===== config.mk =====
export PLATFORM = sky130hd
export DESIGN_NAME = countdown_timer
export DESIGN_NICKNAME = d
export VERILOG_FILES = /design/src/rtl/counter_pkg.sv /design/src/rtl/countdown_timer.sv
export SDC_FILE = /design/constraint.sdc
export NUM_CORES = 1
export LEC_CHECK = 0
export CORE_AREA = 3 3 49 56
export DETAILED_ROUTE_END_ITERATION = 10
export DIE_AREA = 0 0 52 59
export PLACE_DENSITY = 0.75
export SLEW_MARGIN = 40
export SYNTH_ARGS = -nofsm -noshare
export SYNTH_HDL_FRONTEND = slang
export SYNTH_SLANG_ARGS = --single-unit

===== constraint.sdc =====
create_clock -name clk -period 2.4 [get_ports clk]
set_input_delay 0.48 -clock clk [delete_from_list [all_inputs] [get_ports clk]]
set_output_delay 0.48 -clock clk [all_outputs]
set_load 0.03 [all_outputs]

===== src/rtl/counter_pkg.sv =====
// Shared definitions for the lab counter blocks.
package counter_pkg;

  typedef enum logic {
    IDLE = 1'b0,
    RUN  = 1'b1
  } cnt_state_e;

endpackage : counter_pkg


===== src/rtl/countdown_timer.sv =====
// Loadable down-counter with a one-cycle terminal-count pulse.
// Auto-reload turns it into a periodic tick source.
module countdown_timer
  import counter_pkg::*;
#(
  parameter int unsigned WIDTH = 8
) (
  input  logic             clk,
  input  logic             rst,
  input  logic             en,
  input  logic             load,
  input  logic [WIDTH-1:0] load_val,
  input  logic             auto_reload,
  input  logic             abort,
  output logic [WIDTH-1:0] count,
  output logic             busy,
  output logic             done
);

  localparam logic [WIDTH-1:0] CNT_ZERO = WIDTH'(0);
  localparam logic [WIDTH-1:0] CNT_ONE  = WIDTH'(1);

  cnt_state_e       r_state;
  logic [WIDTH-1:0] r_count;
  logic [WIDTH-1:0] r_period;
  logic             r_busy;
  logic             r_done;

  // Priority per edge: abort, then load, then enabled decrement in RUN.
  always_ff @(posedge clk or negedge rst) begin
    if (!rst) begin
      r_state  <= IDLE;
      r_count  <= CNT_ZERO;
      r_period <= CNT_ZERO;
      r_busy   <= 1'b0;
      r_done   <= 1'b0;
    end else begin
      r_done <= 1'b0;
      if (abort) begin
        r_state <= IDLE;
        r_busy  <= 1'b0;
        r_count <= CNT_ZERO;
      end else if (load) begin
        r_count  <= load_val;
        r_period <= load_val;
        if (load_val != CNT_ZERO) begin
          r_state <= RUN;
          r_busy  <= 1'b1;
        end else begin
          // Zero-length countdown terminates on the load edge itself.
          r_state <= IDLE;
          r_busy  <= 1'b0;
          r_done  <= 1'b1;
        end
      end else if (r_state == RUN && en) begin
        if (r_count > CNT_ONE) begin
          r_count <= r_count - CNT_ONE;
        end else if (r_count == CNT_ONE) begin
          r_done <= 1'b1;
          if (auto_reload) begin
            r_count <= r_period;
          end else begin
            r_count <= CNT_ZERO;
            r_state <= IDLE;
            r_busy  <= 1'b0;
          end
        end else begin
          // Unreachable in practice; never wrap below zero.
          r_state <= IDLE;
          r_busy  <= 1'b0;
        end
      end
    end
  end

  assign count = r_count;
  assign busy  = r_busy;
  assign done  = r_done;

endmodule : countdown_timer


Word level (Yosys, flattened, before mapping)
Cells that the tools add are included.
Widths: inputs -> output; s select.
{"block": "word_totals", "reg_bits": 18, "latch_bits": 0, "mem_bits_rw": 0, "romBits": 0, "inputBits": 14, "output_inout_bits": 10, "word_cells": 36, "mem_count": 0}
{"block": "classes", "addsub": 1, "mul": 0, "div_mod_pow": 0, "magnitude_cmp": 1, "eq_ne": 3, "shifts": 0, "mux": 19, "bitwise_logic": 1, "n_reduce_logical": 7}
{"cell": "$mux 8", "n": 6}
{"cell": "$mux 1", "n": 13}
{"cell": "$eq 8x1->1 const B", "n": 1}
{"cell": "$gt 8x1->1 const B", "n": 1}
{"cell": "$reduce_bool 8->1", "n": 1}
{"cell": "$sub 8x1->8 const B", "n": 1}
{"cell": "$ne 4x4->1 const B", "n": 1}
{"cell": "$reduce_and 2->1", "n": 2}
{"cell": "$reduce_bool 4->1", "n": 1}
{"cell": "$ne 3x3->1 const B", "n": 1}
{"cell": "$reduce_and 3->1", "n": 1}
{"cell": "$reduce_bool 3->1", "n": 1}
{"cell": "$logic_and 1x1->1", "n": 1}
{"cell": "$not 1->1", "n": 1}

Depth between registers and ports, before layout
Gate-level depths: netlist (run 1).
{"block": "depth", "depth_word": 6, "depth_mapped": 7, "mapped_depth_nobuf": 7}

Least setup slack after synthesis (run 1)
Ideal clock, no wire load.
{"block": "synth_path", "kind": "reg-to-reg", "from": "register r_count[0], in the netlist count[0]", "to": "register r_count[5], in the netlist count[5]", "setup_time_ns": 0.082, "arrival_ns": 1.768, "required_time_ns": 2.318, "path_slack_ns": 0.551, "stages_incl_launch_ff": 7, "n_path_buf": 1, "synth_period_minus_slack_ns": 1.849, "cell_sequence": "dfrtp_1 > inv_1 > ha_1 > o211a_1 > buf_6 > a221o_1 > a31oi_1"}
{"block": "synth_between", "elab_chain_cells": 5, "word_cells_on_any_way": 9, "classes_between": "1 x add/sub; 1 x order compare; 1 x eq/ne; 4 x mux; 2 x reduce/logical"}
{"element": "start, declared", "line": "countdown_timer.sv:24", "source": "logic [WIDTH-1:0] r_count;"}
{"element": "start signal, assigned", "line": "countdown_timer.sv:44", "source": "r_count <= load_val;"}
{"element": "start signal, assigned", "line": "countdown_timer.sv:57", "source": "r_count <= r_count - CNT_ONE;"}
{"element": "start signal, assigned", "line": "countdown_timer.sv:61", "source": "r_count <= r_period;"}
{"element": "$sub 8x1->8 / $gt 8x1->1 (equally long branches)", "line": "countdown_timer.sv:57, countdown_timer.sv:56"}
{"element": "$mux 8", "line": "countdown_timer.sv:56", "source": "if (r_count > CNT_ONE) begin"}
{"element": "$mux 8", "line": "countdown_timer.sv:55", "source": "end else if (r_state == RUN && en) begin"}
{"element": "$mux 8", "line": "countdown_timer.sv:43", "source": "end else if (load) begin"}
{"element": "$mux 8", "line": "countdown_timer.sv:39", "source": "if (abort) begin"}
Parallel ways exist; a longest one is shown, timed or not. The select of a mux whose other input is x is not followed.
A chain may end at the register's enable or synchronous reset.

Worst setup path in the final report (run 1)
{"block": "layout_path", "from": "register r_count[2], in the netlist count[2]", "to": "output port count[2]"}
{"element": "end, declared", "line": "countdown_timer.sv:15", "source": "output logic [WIDTH-1:0] count,"}
No word-level cell between the ends.

==> metrics.md, run 1 <==
| Metric | Value |
|---|---|
| HP Class | reg2reg |
| Critical Path Source Type | flop |
| Worst setup path class | reg2out |
| Switch Pwr | roughly 310 uW |
| GPL Wtd Cong | approximately 0.86 |
| Wire per inst | 14.0 um |
| ANT nets after route | 0 |
| FF-to-FF End | count[6] |
| Fmax | approximately 480 MHz |
| Crit path buf inv count | 1 |
| CTS Buf Count | 3 |
| Final WL | between 2000 and 3000 um |
| Iter 0 DRT Violations | 64 |
| Die width | between 50 and 60 um |
| Ys Warns | 0 |
| Crit-path slowest cell | clkdlybuf4s50_1 |
| Largest net degree at the start of global routing | 19 |
| Top cell types by occurrence after synthesis | 33 x nand2_1, 18 x dfrtp_1, 12 x nor2_1, 7 x a21oi_1, 5 x o21ai_1 |
| Arrival time worst endpoint | ~1600 ps |
| RSZ-0062 raised after global routing | false |
| First-pass GRT wire length | around 4300 um |
| Worst-path cell chain | clkdlybuf4s50_1 |
| Antenna Cells | 0 |
| Worst Setup EP | count[2] |
| Initial antenna violation count | 0 |
| CP Capture Type | primary output |
| Dpl hpwl | 2070 um |
| Final setup fails | 0 |
| Slew Viols, Final | 0 |
| Syn Area/Cell | 8.46 um2 |
| Start point of the critical path | count[2] |
| Status | completed |
| Layout cells sized above 1 | 0.0850 |
| Clk Latency, worst-skew pair | roughly 300 ps |
| Crit-path max cell delay | around 740 ps |
| Final #Nets | 170 |
| CTS sink cnt | 18 |
| 1st-pass router iterations | 4 |
| Primary FF master, synth | dfrtp_1 |
| Required time worst endpoint | 1920 ps |
| Reg clk slew, reported paths | about 100 ps |
| Min Clock Period, post-route | about 2100 ps |
| Gr usage total | 0.186 |
| Logic pwr share | 0.348 |
| R2r startpoint | count[0] |
| Delay-heaviest family, CP | buffers and inverters |
| CP max FO | 8 |
| Top-count cell post-synth | nand2_1 |
| H-tree depth | 1 |
| Post-synthesis sequential area ratio | 0.416 |
| Clock root buffer | clkbuf_4 |
| Row count | 18 |
| Leak Pwr | 0.000612 uW |
| Worst-case clock buffer depth | 2 |
| Post-Syn Instances | approximately 130 |
| # hold bufs at CTS | 0 |
| Critical Path Stages | 1 |
| FFs w/ async S/R, synth | 1.00 |
| VDD IR max | 467 uV |
| Yosys top cell area share | 0.416 |
| Area leader, netlist | dfrtp_1 |
| Fill count | roughly 190 |
| Post-synth EDFFs | 0 |
| PortBufs | 23 |
| Setup Skew | about 5.2 ps |
| Final-report hold violation count | 0 |
| Via count | between 1000 and 1500 |
| Period utilisation layout | 0.871 |
| Max Cap Violations | 0 |
| R2R depth | 7 |
| Count of cell types in the netlist | 40 |
| Pint | 565 uW |
| Synthesized Nets | 144 |
| Die Ht | 59 um |
| Overall Power | 878 uW |
| Initial Util | 0.485 |
| Rel. slew slack | 0.645 |
| # IOs | 24 |
| Sequential power share | 0.439 |
| Postcts setup bufs | 0 |
| DRC Markers | 0 |
| Pwr Density | around 640 nW/um2 |
| Least-Margin Pin Slew | between 500 and 600 ps |
| Top post-synthesis cells by area | dfrtp_1 42%, nand2_1 11%, nor2_1 4.2% |
| # resized after CTS | 0 |
| Sw Share | 0.356 |
| Final core occ | 0.620 |
| Vias in the first global route | between 900 and 1000 |
| Mapped cell area | around 1100 um2 |
| Core ar. | between 2000 and 2500 um2 |
| CTS tree | built |
| Aggregate negative setup slack | 0 ps |
| Reg2reg setup slack | ~340 ps |
| Via density | 5.76 |
| Area Growth Syn to Fin | 27.6% |
| Power share of the clock group | 0.214 |
| Total gr overflow | 0 |
| Yosys reg bits | 18 |
| Die area | 3070 um2 |
[per-stage QoR]
step           worst slack (ps)  cells  cell area [um2]  hold WS, ps
3_3_place_gp                403    179             1350          457
5_1_grt                     188    183             1380          509
2_1_floorplan               551    128             1080          184
4_1_cts                     305    183             1380          486
3_5_place_dp                343    179             1350          462
6_report                    310    183             1380          485
[how the worst min path moves through the flow]
| stage | from | endpoint | slack, ps | cells after the start |
|---|---|---|---|---|
| 2_1_floorplan | rst | busy | 180 | 0 |
| 4_1_cts | r_period[1] | r_period[1] | 490 | 2 |
| 3_3_place_gp | r_period[1] | r_period[1] | 460 | 2 |
| 5_1_grt | r_period[2] | r_period[2] | 510 | 2 |
| 6_report | r_period[2] | r_period[2] | 490 | 2 |
| 3_5_place_dp | r_period[1] | r_period[1] | 460 | 2 |
[logic make-up after synthesis]
kind of cell,synth area share
simple gates,0.312
compound gates,0.205
flops,0.416
buf+inv,0.0358
fa+ha+maj,0.0231
xor+xnor,0.00809
[layer usage]
layer / global-route usage / share of wire / wire, um
met1: 0.262 / 0.42 / 1090
met3: 0.0176 / 0.079 / 202
met4: 0.0749 / 0.016 / 40
met2: 0.294 / 0.48 / 1230
met5: 0 / 0 / 0
[placed cells by master, fill, tap and decap left out, types with 2 or more instances in the layout]
master / n
a21oi_1: 7
a221oi_1: 2
a31oi_1: 3
and3_1: 3
buf_4: 3
clkbuf_4: 3
clkdlybuf4s50_1: 23
dfrtp_1: 18
ha_1: 2
inv_1: 3
nand2_1: 33
nand3_1: 4
nor2_1: 12
nor3_1: 2
nor4_1: 2
nor4_4: 2
o21ai_0: 2
o21ai_1: 5
o31ai_1: 2
[state kept, by name (all words and copies together) (netlist names)]
signal and cells:
count 8, r_period 8, done 1, busy 1
[power groups by stage]
stage	clock network (uW)	logic (uW)	registers, uW
floorplan	0	166	418
global placement	0	302	391
detailed placement	0	304	392
CTS	190	306	386
global route	201	337	393
finish	188	305	385
[layout make-up]
type                    count  area, um2  share of cell area
clock buffers               4       36.3              0.0263
inverters                   3       11.3             0.00815
multi-input cells         102        593               0.429
flip-flops and latches     18        450               0.326
well taps                  30       37.5              0.0272
repair buffers             26        253               0.183
(Power assumes the default switching activity.)
==> run 2: changes to the inputs <==
--- a/config.mk
+++ b/config.mk
@@ -5,9 +5,9 @@
 export SDC_FILE = /design/constraint.sdc
 export NUM_CORES = 1
 export LEC_CHECK = 0
-export CORE_AREA = 3 3 49 56
+export CORE_AREA = 2 2 48 55
 export DETAILED_ROUTE_END_ITERATION = 10
-export DIE_AREA = 0 0 52 59
+export DIE_AREA = 0 0 50 57
 export PLACE_DENSITY = 0.75
 export SLEW_MARGIN = 40
 export SYNTH_ARGS = -nofsm -noshare
==> run 2 against run 1 <==
Effect of this change:
- register-to-register slack better by 90 ps
- combinational power hardly changed
- global-route usage is 1.4 points higher
- power is 0.30% lower
- maximum frequency is 1.2% higher
- sequential cell count stayed put
- critical path type unchanged
- largest power group unchanged
==> metrics.md, run 2 (synthesis results as in run 1) <==
| Metric | Value |
|---|---|
| Leak Pwr | between 0.0006 and 0.0007 uW |
| Power share of the clock group | 0.211 |
| Switch Pwr | 310 uW |
| # hold bufs at CTS | 0 |
| Die width | approximately 50 um |
| Sequential power share | 0.440 |
| Final setup fails | 0 |
| WHS | roughly 490 ps |
| Pwr Density | approximately 630 nW/um2 |
| Layout cells sized above 1 | 0.0850 |
| First-pass GRT wire length | 4480 um |
| Arrival time worst endpoint | 1590 ps |
| Crit-path max cell delay | about 740 ps |
| Crit-path slowest cell | clkdlybuf4s50_1 |
| Die area | about 2900 um2 |
| Core ar. | between 2000 and 2500 um2 |
| Commonest non-fill, non-tap cell in the layout | nand2_1 |
| Area Growth Syn to Fin | 27.7% |
| # resized after CTS | 0 |
| Logic pwr share | 0.349 |
| Postcts setup bufs | 0 |
| Least-Margin Pin Slew | approximately 470 ps |
| CTS sink cnt | 18 |
| Period utilisation layout | 0.861 |
| CP max FO | 8 |
| VDD IR max | a little over 400 uV |
| Via count | 1028 |
| ANT nets after route | 0 |
| Commonest non-fill, non-tap cells in the layout | 33 x nand2_1, 23 x clkdlybuf4s50_1, 18 x dfrtp_1 |
| Min Clock Period, post-route | slightly above 2000 ps |
| Crit path buf inv count | 1 |
| 1st-pass router iterations | 4 |
| Row count | 19 |
| Total gr overflow | 0 |
| Vias in the first global route | 1028 |
| CP Capture Type | primary output |
| Final #Nets | between 150 and 200 |
| GPL Wtd Cong | roughly 0.94 |
| Final-report hold violation count | 0 |
| Initial Util | 0.460 |
| Aggregate negative setup slack | 0 ps |
| DRC Markers | 0 |
| H-tree depth | 1 |
| Slew Viols, Final | 0 |
| Max Cap Violations | 0 |
| Iter 0 DRT Violations | 52 |
| Initial antenna violation count | 0 |
| Worst-case clock buffer depth | 2 |
| Pint | roughly 570 uW |
| Worst setup path class | reg2out |
| Worst-path cell chain | clkdlybuf4s50_1 |
| Setup Skew | 2.59 ps |
| Critical Path Source Type | flop |
| Sw Share | 0.354 |
| Largest net degree at the start of global routing | 19 |
| Clk Latency, worst-skew pair | between 200 and 300 ps |
| CTS tree | built |
| Final WL | 2600 um |
| RSZ-0062 raised after global routing | false |
| Clock root buffer | clkbuf_4 |
| Fmax | between 400 and 500 MHz |
| CTS Buf Count | 3 |
| Dpl hpwl | around 2000 um |
| Delay-heaviest family, CP | buffers and inverters |
| Antenna Cells | 0 |
| Wire per inst | around 14 um |
| Via density | ~5.6 |
| Reg clk slew, reported paths | around 100 ps |
| Required time worst endpoint | 1920 ps |
| # IOs | 24 |
| Die Ht | 57 um |
| Post-placement cell count | 180 |
| Layout Cells excl Fill | around 180 |
| Rel. slew slack | 0.683 |
| Gr usage total | 0.200 |
| PortBufs | 23 |
| Status | completed |
| HP Class | reg2reg |
[run 2: cell counts in the layout (fill, tap and decap cells not counted)]
No cell type changed its count.
[run 2: final timing paths]
| path | start | end | slack, ps | cells past startpoint |
|---|---|---|---|---|
| worst max register to register | count[5] | count[5] | 430 | 5 |
| worst max-delay path | count[2] | count[2] | 330 | 1 |
| worst min-delay path | r_period[2] | r_period[2] | 490 | 2 |
| max in group asynchronous | rst | count[1] | 1700 | 2 |
| min in group asynchronous | rst | r_period[4] | 510 | 2 |
| worst min register to register | r_period[2] | r_period[2] | 490 | 2 |
[run 2: final cells by class]
class                           count  area [um2]
Inverter                            3        11.3
Sequential cell                    18         450
Multi-Input combinational cell    102         593
Timing Repair Buffer               26         253
Clock buffer                        4        36.3
Fill cell                         204         971
Tap cell                           31        38.8
[run 2: per-layer routing]
metal / vias up / share of wire / track usage
met2: 29 / 0.49 / 0.331
li1: 506 / - / -
met3: 3 / 0.048 / 0.0183
met4: 0 / 0.0073 / 0.0794
met1: 490 / 0.45 / 0.271
met5: - / 0 / 0
[run 2: worst register-to-register path, delay by kind of cell, from the launching register on]
family          cells  cell delay, ps
compound gates      4            1020
flops               1             460
simple gates        1             420
[run 2: power by group through the flow]
| stage | Clock [uW] | Combinational (uW) | Sequential (uW) |
|---|---|---|---|
| floorplan | 0 | 166 | 418 |
| global placement | 0 | 302 | 390 |
| detailed placement | 0 | 303 | 392 |
| CTS | 191 | 306 | 386 |
| global route | 205 | 332 | 392 |
| finish | 185 | 305 | 386 |
[run 2: metrics by stage]
| stage | instance area, um2 | setup WS (ps) | util | total power (uW) |
|---|---|---|---|---|
| final | 1380 | 334 | 0.587 | 875 |
| after global routing | 1380 | 213 | 0.587 | 930 |
| after CTS | 1380 | 315 | 0.587 | 882 |
| after detailed placement | 1350 | 371 | 0.572 | 695 |
| after global placement | 1350 | 440 | 0.572 | 692 |
| after floorplan | 1080 | 551 | - | 584 |
==> run 3: changes to the inputs <==
--- a/config.mk
+++ b/config.mk
@@ -5,6 +5,7 @@
 export SDC_FILE = /design/constraint.sdc
 export NUM_CORES = 1
 export LEC_CHECK = 0
+export ABC_CLOCK_PERIOD_IN_PS = 2400
 export CORE_AREA = 2 2 48 55
 export DETAILED_ROUTE_END_ITERATION = 10
 export DIE_AREA = 0 0 50 57
==> results of run 3 <==
Final layout, timing and power as in run 2 (identical DEF).
